`src/rtl/mem_line_pkg.sv`:
```
`default_nettype none
// ============================================================================
// Module      : mem_line_pkg
// Description : Shared types and constants for the cache-line memory master.
//               Holds the burst FSM state encoding, the default memory
//               geometry and a helper that turns the line-offset width into
//               the number of words per line.
// Revision    : 1.0 - initial release
// ============================================================================
package mem_line_pkg;

  localparam int c_DEF_ADDR_LEN      = 11;
  localparam int c_DEF_LINE_ADDR_LEN = 3;
  localparam int c_WORD_W            = 32;

  typedef enum logic [2:0] {
    ST_IDLE  = 3'd0,
    ST_WRITE = 3'd1,
    ST_READ  = 3'd2,
    ST_DRAIN = 3'd3,
    ST_DONE  = 3'd4
  } state_e;

  // Number of words in a line given log2 of the line size.
  function automatic int line_words(input int line_addr_len);
    return 1 << line_addr_len;
  endfunction

endpackage
`default_nettype wire

```
`src/rtl/mem_line_master.sv`:
```
`default_nettype none
// ============================================================================
// Module      : mem_line_master
// Description : Converts one cache line-fill or line-writeback request into a
//               burst of single-word accesses on a synchronous word memory
//               with a 1-cycle registered read. Reads are pipelined: each
//               cycle presents a new address while capturing the data of the
//               previous one.
// Ports       : clk, rst (async, active low)
//               req_*  : request handshake from the cache controller
//               resp_* : one-cycle completion pulse + assembled read line
//               mem_*  : word-memory port (address, write strobe/data,
//                        read data returned one cycle after its address)
// Revision    : 1.0 - initial release
// ============================================================================
module mem_line_master
  import mem_line_pkg::*;
#(
  parameter  int ADDR_LEN      = c_DEF_ADDR_LEN,
  parameter  int LINE_ADDR_LEN = c_DEF_LINE_ADDR_LEN,
  localparam int c_LINE_WORDS  = line_words(LINE_ADDR_LEN),
  localparam int c_LINE_IDX_W  = ADDR_LEN - LINE_ADDR_LEN
) (
  input  logic                             clk,
  input  logic                             rst,
  input  logic                             req_valid,
  output logic                             req_ready,
  input  logic                             req_wr,
  input  logic [c_LINE_IDX_W-1:0]          req_line_addr,
  input  logic [c_WORD_W*c_LINE_WORDS-1:0] req_wdata,
  output logic                             resp_valid,
  output logic [c_WORD_W*c_LINE_WORDS-1:0] resp_rdata,
  output logic [ADDR_LEN-1:0]              mem_addr,
  output logic                             mem_wr_req,
  output logic [c_WORD_W-1:0]              mem_wr_data,
  input  logic [c_WORD_W-1:0]              mem_rd_data
);

  localparam logic [LINE_ADDR_LEN-1:0] c_LAST_WORD = {LINE_ADDR_LEN{1'b1}};
  localparam logic [LINE_ADDR_LEN-1:0] c_FIRST_WORD = '0;

  state_e                                   state_q, state_d;
  logic [LINE_ADDR_LEN-1:0]                 cnt_q, cnt_d;
  logic [c_LINE_IDX_W-1:0]                  line_q, line_d;
  logic [c_LINE_WORDS-1:0][c_WORD_W-1:0]    wdata_q, wdata_d;
  logic [c_LINE_WORDS-1:0][c_WORD_W-1:0]    rdata_q, rdata_d;
  logic                                     req_ready_q, req_ready_d;
  logic                                     resp_valid_q, resp_valid_d;
  logic [ADDR_LEN-1:0]                      mem_addr_q, mem_addr_d;
  logic                                     mem_wr_req_q, mem_wr_req_d;
  logic [c_WORD_W-1:0]                      mem_wr_data_q, mem_wr_data_d;

  // Read data arriving now belongs to the address presented one cycle ago.
  logic [LINE_ADDR_LEN-1:0]                 w_cap_idx;
  assign w_cap_idx = cnt_q - 1'b1;

  // All outputs are registered: the _d values describe what the memory port
  // should show during the cycle that follows the next clock edge.
  always_comb begin
    state_d       = state_q;
    cnt_d         = cnt_q;
    line_d        = line_q;
    wdata_d       = wdata_q;
    rdata_d       = rdata_q;
    req_ready_d   = req_ready_q;
    resp_valid_d  = 1'b0;
    mem_addr_d    = mem_addr_q;
    mem_wr_req_d  = mem_wr_req_q;
    mem_wr_data_d = mem_wr_data_q;

    case (state_q)
      ST_IDLE: begin
        if (req_valid && req_ready_q) begin
          line_d      = req_line_addr;
          wdata_d     = req_wdata;
          cnt_d       = c_FIRST_WORD;
          req_ready_d = 1'b0;
          mem_addr_d  = {req_line_addr, c_FIRST_WORD};
          if (req_wr) begin
            state_d       = ST_WRITE;
            mem_wr_req_d  = 1'b1;
            mem_wr_data_d = req_wdata[c_WORD_W-1:0];
          end else begin
            state_d = ST_READ;
          end
        end
      end

      ST_WRITE: begin
        if (cnt_q == c_LAST_WORD) begin
          state_d       = ST_DONE;
          resp_valid_d  = 1'b1;
          mem_wr_req_d  = 1'b0;
          mem_addr_d    = '0;
          mem_wr_data_d = '0;
        end else begin
          cnt_d         = cnt_q + 1'b1;
          mem_addr_d    = {line_q, cnt_d};
          mem_wr_data_d = wdata_q[cnt_d];
        end
      end

      ST_READ: begin
        if (cnt_q != c_FIRST_WORD) begin
          rdata_d[w_cap_idx] = mem_rd_data;
        end
        if (cnt_q == c_LAST_WORD) begin
          state_d    = ST_DRAIN;
          mem_addr_d = '0;
        end else begin
          cnt_d      = cnt_q + 1'b1;
          mem_addr_d = {line_q, cnt_d};
        end
      end

      // Last address was issued in the final READ cycle; its data lands now.
      ST_DRAIN: begin
        rdata_d[c_LAST_WORD] = mem_rd_data;
        state_d              = ST_DONE;
        resp_valid_d         = 1'b1;
      end

      ST_DONE: begin
        state_d     = ST_IDLE;
        req_ready_d = 1'b1;
      end

      default: begin
        state_d       = ST_IDLE;
        req_ready_d   = 1'b1;
        mem_wr_req_d  = 1'b0;
        mem_addr_d    = '0;
        mem_wr_data_d = '0;
      end
    endcase
  end

  always_ff @(posedge clk or negedge rst) begin
    if (!rst) begin
      state_q       <= ST_IDLE;
      cnt_q         <= '0;
      line_q        <= '0;
      wdata_q       <= '0;
      rdata_q       <= '0;
      req_ready_q   <= 1'b1;
      resp_valid_q  <= 1'b0;
      mem_addr_q    <= '0;
      mem_wr_req_q  <= 1'b0;
      mem_wr_data_q <= '0;
    end else begin
      state_q       <= state_d;
      cnt_q         <= cnt_d;
      line_q        <= line_d;
      wdata_q       <= wdata_d;
      rdata_q       <= rdata_d;
      req_ready_q   <= req_ready_d;
      resp_valid_q  <= resp_valid_d;
      mem_addr_q    <= mem_addr_d;
      mem_wr_req_q  <= mem_wr_req_d;
      mem_wr_data_q <= mem_wr_data_d;
    end
  end

  assign req_ready   = req_ready_q;
  assign resp_valid  = resp_valid_q;
  assign resp_rdata  = rdata_q;
  assign mem_addr    = mem_addr_q;
  assign mem_wr_req  = mem_wr_req_q;
  assign mem_wr_data = mem_wr_data_q;

endmodule
`default_nettype wire

```
`config.mk`:
```
export PLATFORM = sky130hd
export DESIGN_NAME = mem_line_master
export DESIGN_NICKNAME = d
export VERILOG_FILES = /design/src/rtl/mem_line_pkg.sv /design/src/rtl/mem_line_master.sv
export SDC_FILE = /design/constraint.sdc
export NUM_CORES = 1
export LEC_CHECK = 0
export ABC_AREA = 1
export CAP_MARGIN = 20
export CORE_MARGIN = 2
export CORE_UTILIZATION = 45
export CTS_CLUSTER_DIAMETER = 80
export DETAILED_ROUTE_END_ITERATION = 10
export MAX_ROUTING_LAYER = met4
export PLACE_DENSITY = 0.77
export SLEW_MARGIN = 20
export SYNTH_ARGS = -nofsm -noshare
export SYNTH_HDL_FRONTEND = slang
export SYNTH_SLANG_ARGS = --single-unit
```
`constraint.sdc`:
```
create_clock -name clk -period 2.6 [get_ports clk]
set_clock_uncertainty 0.15 [all_clocks]
set_input_delay 0.52 -clock clk [delete_from_list [all_inputs] [get_ports clk]]
set_output_delay 0.52 -clock clk [all_outputs]
set_load 0.1 [all_outputs]
```
Word level (Yosys, flattened, before mapping) --
Cells that the tools add are included.
Word-level totals: ROM bits 0, memories kept 0, input port bits 300, output and inout port bits 302, register bits after elaboration 572, bits in writable memories 0, word-level logic and storage cells 92, bits in latches 0
Cells by class: divide/modulo/power cells 0, shifts and indexed selects 0, equal/unequal tests 11, magnitude comparators 3, multiplexer cells 30, multiply operators 0, bitwise logic cells 3, reduce and logical (&&, ||, !) cells 19, add/sub/neg operators 2
Operators with widths (number):
- $bwmux W256 | 1
- $mux W256 | 1
- $mux W32 | 5
- $bmux W32 S3 | 1
- $demux W32 S3 | 1
- $pmux W32 S3 | 1
- $pmux W32 S2 | 1
- $pmux W11 S3 | 1
- $mux W11 | 2
- $mux W3 | 5
- $ne A2 B2 Y1 const B | 6
- $pmux W3 S4 | 1
- $reduce_and A2 Y1 | 5
- $reduce_and A3 Y1 | 3
- $lt A3 B4 Y1 const B | 2
- $eq A3 B2 Y1 const B | 2
- $eq A3 B3 Y1 const B | 2
- $pmux W3 S2 | 1
- $reduce_or A3 Y1 | 2
- $mux W1 | 5
- $pmux W1 S2 | 2
- $reduce_and A4 Y1 | 1
- $reduce_bool A2 Y1 | 2
- $reduce_or A2 Y1 | 2
- other kinds (10) | 13

Longest topological paths before layout --
Gate-level depths: netlist of run 1.
depth after elaboration 8, depth in mapped cells 15, gate-level depth less buffers 11

Worst setup path after synthesis of run 1 --
OpenSTA, ideal clock, no wires.
path kind flip-flop to flip-flop, start point register cnt_q[0], end point register mem_wr_data_q[10], in the netlist mem_wr_data[10], stages on the path, launching flop included 16, required time 2.382 ns, arrival time 2.286 ns, path buffers 6, slack 0.097 ns, setup time 0.068 ns, clock period less this slack 2.503 ns, cell sequence dfrtp_1 buf_2 inv_2 buf_2 buf_2 ha_1 buf_2 inv_1 buf_2 buf_2 nand3_1 nand3_1 nand3_1 nand2_1 nand2_1 nand2_1
Between the ends: word-level cells in the longest chain between the ends 5, elaborated cells on any way between the ends 6, classes of those cells 1 x add/sub; 1 x eq/ne; 4 x mux
RTL lines:
- start: declaration | RTL line mem_line_master.sv:43 | logic [LINE_ADDR_LEN-1:0] cnt_q, cnt_d;
- start signal: assignment | RTL line mem_line_master.sv:152 | cnt_q <= cnt_d;
- $add A3 B1 Y3 | RTL line mem_line_master.sv:97 | cnt_d = cnt_q + 1'b1;
- $bmux W32 S3 | RTL line mem_line_master.sv:99 | mem_wr_data_d = wdata_q[cnt_d];
- $mux W32 (not written as such) | RTL line mem_line_master.sv:99
- $mux W32 (*) | RTL line mem_line_master.sv:90 | if (cnt_q == c_LAST_WORD) begin
- $pmux W32 S3 (*) | RTL line mem_line_master.sv:71 | case (state_q)
- end signal: assignment | RTL line mem_line_master.sv:160 | mem_wr_data_q <= mem_wr_data_d;
- end: declaration | RTL line mem_line_master.sv:51 | logic [c_WORD_W-1:0] mem_wr_data_q, mem_wr_data_d;
Mark *: on every way between the ends. The rest lies on a longest branch, timed or not. The select of a mux whose other input is x is not followed. A chain may end at the register's enable or synchronous reset.

Final worst setup path of run 1 --
start point register cnt_q[0], end point register mem_wr_data_q[26], in the netlist mem_wr_data[26]
The elaborated chain is that of the path after synthesis.

==> impl_metrics.csv, run 1 <==
group,metric,value,unit
worst_setup_path,required,2950,ps
placement,postPlaceCellArea,30500,sq um
timing,slew_headroom,49.8,%
synthesis,async_flop_share,100,%
worst_setup_path,cp.arrival,2660,ps
worst_setup_path,cp-end-kind,"flip-flop",
die,fp.dieH,237,um
worst_setup_path,worstPathCellList,"inv_4 > buf_12 > nand2_1 > nand3_1 > nand3_1 > nand3_1 > nand2_1 > nand2_1 > nand2_1",
worst_setup_path,crit_family,"simple AND/OR/NAND/NOR gates",
synthesis,yosysWarnings,0,
timing,drv_slew,0,
clocking,post-cts-setup-buffers,0,
layout,area_delta_synth_final,33.9,%
grt,antenna_found_initial,18,
detailed_routing,drc,0,
synthesis,synth_flop_cell,"dfrtp_1",
detailed_routing,avgRoutedWirePerCell,19.9,um
detailed_routing,routed_wl,83900,um
timing,period_minus_slack,2310,ps
detailed_routing,via_per_inst,5.14,
timing,finalHoldViolCount,0,
clocking,clock-sinks,572,
synthesis,synth.yosys.seq_area_share,58.6,%
synthesis,syn-instance-count,2912,
worst_setup_path,critPathBufInv,2,
grt,grt_pass1_wl,129000,um
worst_setup_path,cpPeakStageDelay,510,ps
synthesis,synth_cell_types,24,
grt,grt_max_degree,132,
clocking,cts.clk_slew.worst_paths,60,ps
worst_setup_path,r2r_slack,290,ps
synthesis,syn_area,24400,sq um
detailed_routing,via_count,21700,
outcome,status,"finished, final reports clean",
clocking,cts_buffers,60,
layout,final_area,32700,sq um
clocking,cts_root_buf,"clkbuf_16",
synthesis,yosysTopAreaCell,"dfrtp_1",
die,placementRows,85,
synthesis,synth-edff-count,0,
synthesis,yosys_register_bits,572,
synthesis,synth_commonest_cells,"985 x nand2_1, 571 x dfrtp_1, 512 x o21ai_0",
detailed_routing,drt-pass1-iter-count,6,
worst_setup_path,crit_slowest_cell,"dfrtp_4",
clocking,clockBufferDepth,3,
min_path,hold_path.class,"primary input to async pin",
die,ios,602,
grt,gr-usage-all-layers,30.9,%
grt,grt_pass1_vias,21200,
worst_setup_path,cp-start-kind,"flip-flop",
die,die_w,237,um
worst_setup_path,crit_type,"flip-flop to flip-flop",
timing,fmax,0.434,GHz
synthesis,synth.most_common_cell,"nand2_1",
layout,nNetsFinal,3766,
timing,post-route-period-util,88.7,%
synthesis,yosysTopAreaCellShare,58.5,%
die,coreArea,53700,sq um
layout,finalNonFillerCells,4226,
clocking,cts_tree,"built",
detailed_routing,drt_iter0_markers,2010,
layout,final_layout_size_suffix_gt1_share,13.8,%
synthesis,synth_area_per_cell,8.38,sq um
detailed_routing,final_antenna_net_count,0,
timing,setup_violations,0,
timing,tightest_slew,753,ps
timing,tns,0,ps
worst_setup_path,critPathMostFrequentCell,"nand2_1",
clocking,htreeDepth,2,
die,die_area,56100,sq um
clocking,clock_latency,620,ps
layout,n_fill_cell,4489,
synthesis,synth_nets,3216,
placement,placedCellCount,4095,
placement,dp_hpwl,59800,um
grt,gr-total-overflow,0,
placement,io_buffers,601,
worst_setup_path,critPathMaxFanout,131,
placement,place.gp.congestion,0.947,
synthesis,yosys-top-cells-area,"dfrtp_1 59%, nand2_1 15%, o21ai_0 10%",
job,drv_cap,0,
timing,rsz0062_at_grt,"false",
die,start_util,45.4,%
final timing paths:
kind                           startpoint               to  cells past startpoint
hold / removal                        rst  resp_rdata[220]                      2
setup reg to reg                 cnt_q[0]  mem_wr_data[26]                      9
max in group asynchronous             rst  resp_rdata[163]                      3
setup / recovery                 cnt_q[0]  mem_wr_data[26]                      9
min in group clk           req_wdata[223]     wdata_q[223]                      3
hold reg to reg               mem_addr[3]      mem_addr[3]                      2
area by class of cell:
type	count	area, sq um	share of cell area, %
timing repair buffer	659	6070	18.6
clock inverter	25	332	1.01
clock buffer	86	1760	5.38
antenna	19	47.5	0.145
tap	696	871	2.66
multi-input combinational	1791	7860	24.1
sequential	572	14300	43.8
inverter	378	1420	4.35
per-stage QoR:
stage	worst slack, ps	hold slack (ps)	util [%]
2_1_floorplan	96.9	74.4	-
4_1_cts	162	282	60.8
3_3_place_gp	280	312	56.8
5_1_grt	103	306	60.8
6_report	294	300	60.9
3_5_place_dp	158	316	56.8
cell families after synthesis:
group,after synthesis,synth area share [%]
flops,572,58.6
xor+xnor,2,0.0718
fa+ha+maj,4,0.205
compound gates,542,11.1
buf+inv,549,9.22
simple gates,1243,20.7
registers in the layout, indices dropped and copies added (netlist names):
name         flops
resp_rdata     256
wdata_q        256
mem_wr_data     32
mem_addr        11
line_q           8
cnt_q            3
state_q          3
mem_wr_req       1
req_ready        1
resp_valid       1
worst reg2reg max path, delay by kind of cell (launching register included):
family                 cells  cell delay [ps]
DFF                        1              510
buffers and inverters      2              500
and+or+nand+nor            7             1050
per-layer routing:
| layer | vias to the layer above | routed length [um] | global-route usage, % |
|---|---|---|---|
| li1 | 10200 | - | - |
| met1 | 10400 | 34400 | 40.7 |
| met2 | 935 | 38300 | 46.5 |
| met3 | 168 | 7930 | 7.44 |
| met4 | 0 | 3250 | 11.5 |
| met5 | - | 0 | - |
layout by cell type, fill, tap and decap left out, types with 2 or more instances in the layout:
cell type,synthesis,layout
o21ai_1,27,27
nor4_4,2,2
clkinv_2,0,9
clkbuf_16,0,60
nand3_1,231,231
clkinv_4,0,2
o21ai_0,512,512
inv_6,0,2
a21oi_1,3,3
buf_4,21,329
nand2_2,5,5
nor2_2,1,2
clkinvlp_4,0,4
dfrtp_1,571,570
buf_12,0,29
nand2_1,985,985
inv_2,3,3
clkbuf_1,56,10
clkbuf_8,0,16
ha_1,4,3
nor2_4,5,5
diode_2,0,19
nor2_1,12,11
inv_1,375,374
bufinv_16,0,6
clkdlybuf4s50_1,0,298
repair_timing:
action,in CTS,in global routing
hold endpoints to repair,39,0
gates resized for setup,0,1
hold buffers,1,0
endpoints found under the setup margin,0,2
Power of run 1 is left out: the tool's default activity adds up to more than one toggle a clock period on the data nets, which glitch-free logic cannot reach.
==> inputs of run 2 (changes only) <==
--- a/config.mk
+++ b/config.mk
@@ -11,6 +11,7 @@
 export CORE_UTILIZATION = 45
 export CTS_CLUSTER_DIAMETER = 80
 export DETAILED_ROUTE_END_ITERATION = 10
+export GPL_TIMING_DRIVEN = 0
 export MAX_ROUTING_LAYER = met4
 export PLACE_DENSITY = 0.77
 export SLEW_MARGIN = 20
==> run 2 against run 1 <==
Against the previous run:
- hold slack worse by 26 ps
- wire length up 11%
- critical path depth down 8
- sequential cell count unchanged
- via count up 4.6%
- first-iteration DRC count up 2.6%
- setup slack worse by 280 ps
- final cell count up 3.1%
- sequential share of layout area down 1.1 points
- register-to-register slack worse by 190 ps
- clock-buffer cell count up 1
- critical path type is now flip-flop to output pin
- highest routed layer unchanged
==> impl_metrics.csv, run 2 (synthesis results as in run 1) <==
group,metric,value,unit
grt,grt_max_degree,98,
detailed_routing,final_antenna_net_count,0,
timing,whs,274,ps
worst_setup_path,worstRegToRegCells,13,
die,start_util,45.4,%
worst_setup_path,worstPathCellList,"clkdlybuf4s15_1",
grt,grt_pass1_vias,22500,
timing,tns,0,ps
placement,dp_hpwl,70900,um
outcome,status,"finished, final reports clean",
layout,final_common_cell,"nand2_1",
worst_setup_path,cpPeakStageDelay,870,ps
detailed_routing,via_count,22700,
layout,final_core_util,62.4,%
detailed_routing,drt-pass1-iter-count,8,
timing,drv_slew,0,
timing,slew_headroom,28.3,%
worst_setup_path,crit_start,"mem_wr_data[16]",
worst_setup_path,required,1930,ps
die,ios,602,
timing,finalHoldViolCount,0,
timing,setup_violations,0,
job,drv_cap,0,
clocking,clockBufferDepth,3,
clocking,htreeDepth,2,
worst_setup_path,critPathBufInv,1,
detailed_routing,via_per_inst,5.21,
worst_setup_path,cp.arrival,1920,ps
grt,gr-usage-all-layers,34.2,%
detailed_routing,avgRoutedWirePerCell,21.4,um
clocking,cts_root_buf,"clkbuf_16",
clocking,clock-sinks,572,
worst_setup_path,crit_slowest_cell,"clkdlybuf4s15_1",
worst_setup_path,timing.rr.start,"cnt_q[0]",
worst_setup_path,setup.worst_path.end,"mem_wr_data[16]",
worst_setup_path,r2r_slack,100,ps
timing,post-route-period-util,99.6,%
die,coreArea,53700,sq um
clocking,cts.clk_slew.worst_paths,70,ps
die,die_w,237,um
clocking,cts_buffers,58,
placement,place.gp.congestion,0.952,
layout,nNetsFinal,3892,
die,die_area,56100,sq um
clocking,clock_latency,630,ps
placement,io_buffers,601,
layout,finalNonFillerCells,4358,
clocking,cts_tree,"built",
timing,tightest_slew,1080,ps
worst_setup_path,crit_type,"flip-flop to output pin",
worst_setup_path,path_depth,1,
detailed_routing,routed_wl,93400,um
worst_setup_path,r2r-end,"mem_wr_data[27]",
placement,placedCellCount,4215,
die,fp.dieH,237,um
layout,final_layout_size_suffix_gt1_share,8.84,%
worst_setup_path,crit_family,"buffers and inverters",
min_path,hold_path.class,"primary input to async pin",
grt,antenna_found_initial,24,
detailed_routing,drt_iter0_markers,2063,
die,placementRows,85,
timing,fmax,0.386,GHz
layout,layout_common_cells,"985 x nand2_1, 571 x dfrtp_1, 510 x o21ai_0",
layout,area_delta_synth_final,37.4,%
worst_setup_path,cp-start-kind,"flip-flop",
grt,gr-total-overflow,0,
worst_setup_path,cp-end-kind,"output pin",
timing,period_minus_slack,2590,ps
detailed_routing,drc,0,
layout,n_fill_cell,4561,
worst_setup_path,critPathMaxFanout,2,
grt,grt_pass1_wl,140000,um
run 2: per-layer routing:
layer / wire (um) / vias to the layer above / GRT usage [%]
met1: 36100 / 10900 / 41.7
met5: 0 / - / -
met4: 5680 / 0 / 18.1
met3: 9110 / 255 / 9.23
met2: 42600 / 1034 / 52.0
li1: - / 10500 / -
run 2: what timing repair did:
item,CTS,global route
hold endpoints to repair,70,0
hold buffers,1,0
gates cloned,1,0
endpoints found under the setup margin,590,303
pin swaps,4,0
buffers inserted,6,2
gates resized for setup,437,97
run 2: worst min path at each step:
stage,endpoint,slack (ps),depth (start not counted)
CTS,wdata_q[84],280,3
finish,wdata_q[105],270,2
detailed placement,mem_wr_data[9],310,2
floorplan,cnt_q[0],70,0
global placement,mem_addr[2],310,2
global route,wdata_q[59],310,3
run 2: through the flow:
step	setup WS (ps)	instance area, sq um
global placement	-24750	31300
floorplan	96.9	24400
CTS	0.425	33400
global route	-19.9	33500
finish	10.3	33500
detailed placement	-1290	31500
run 2: area by class of cell:
type / count / area (sq um) / share of cell area (%)
clock inverters: 18 / 230 / 0.686
clock buffers: 87 / 1730 / 5.17
inverters: 378 / 1430 / 4.26
flip-flops and latches: 572 / 14300 / 42.7
multi-input cells: 1791 / 7920 / 23.6
plain buffers: 170 / 962 / 2.87
well taps: 696 / 871 / 2.60
diodes: 29 / 72.6 / 0.216
repair buffers: 617 / 6010 / 17.9
Power of run 2 is left out for the same reason.
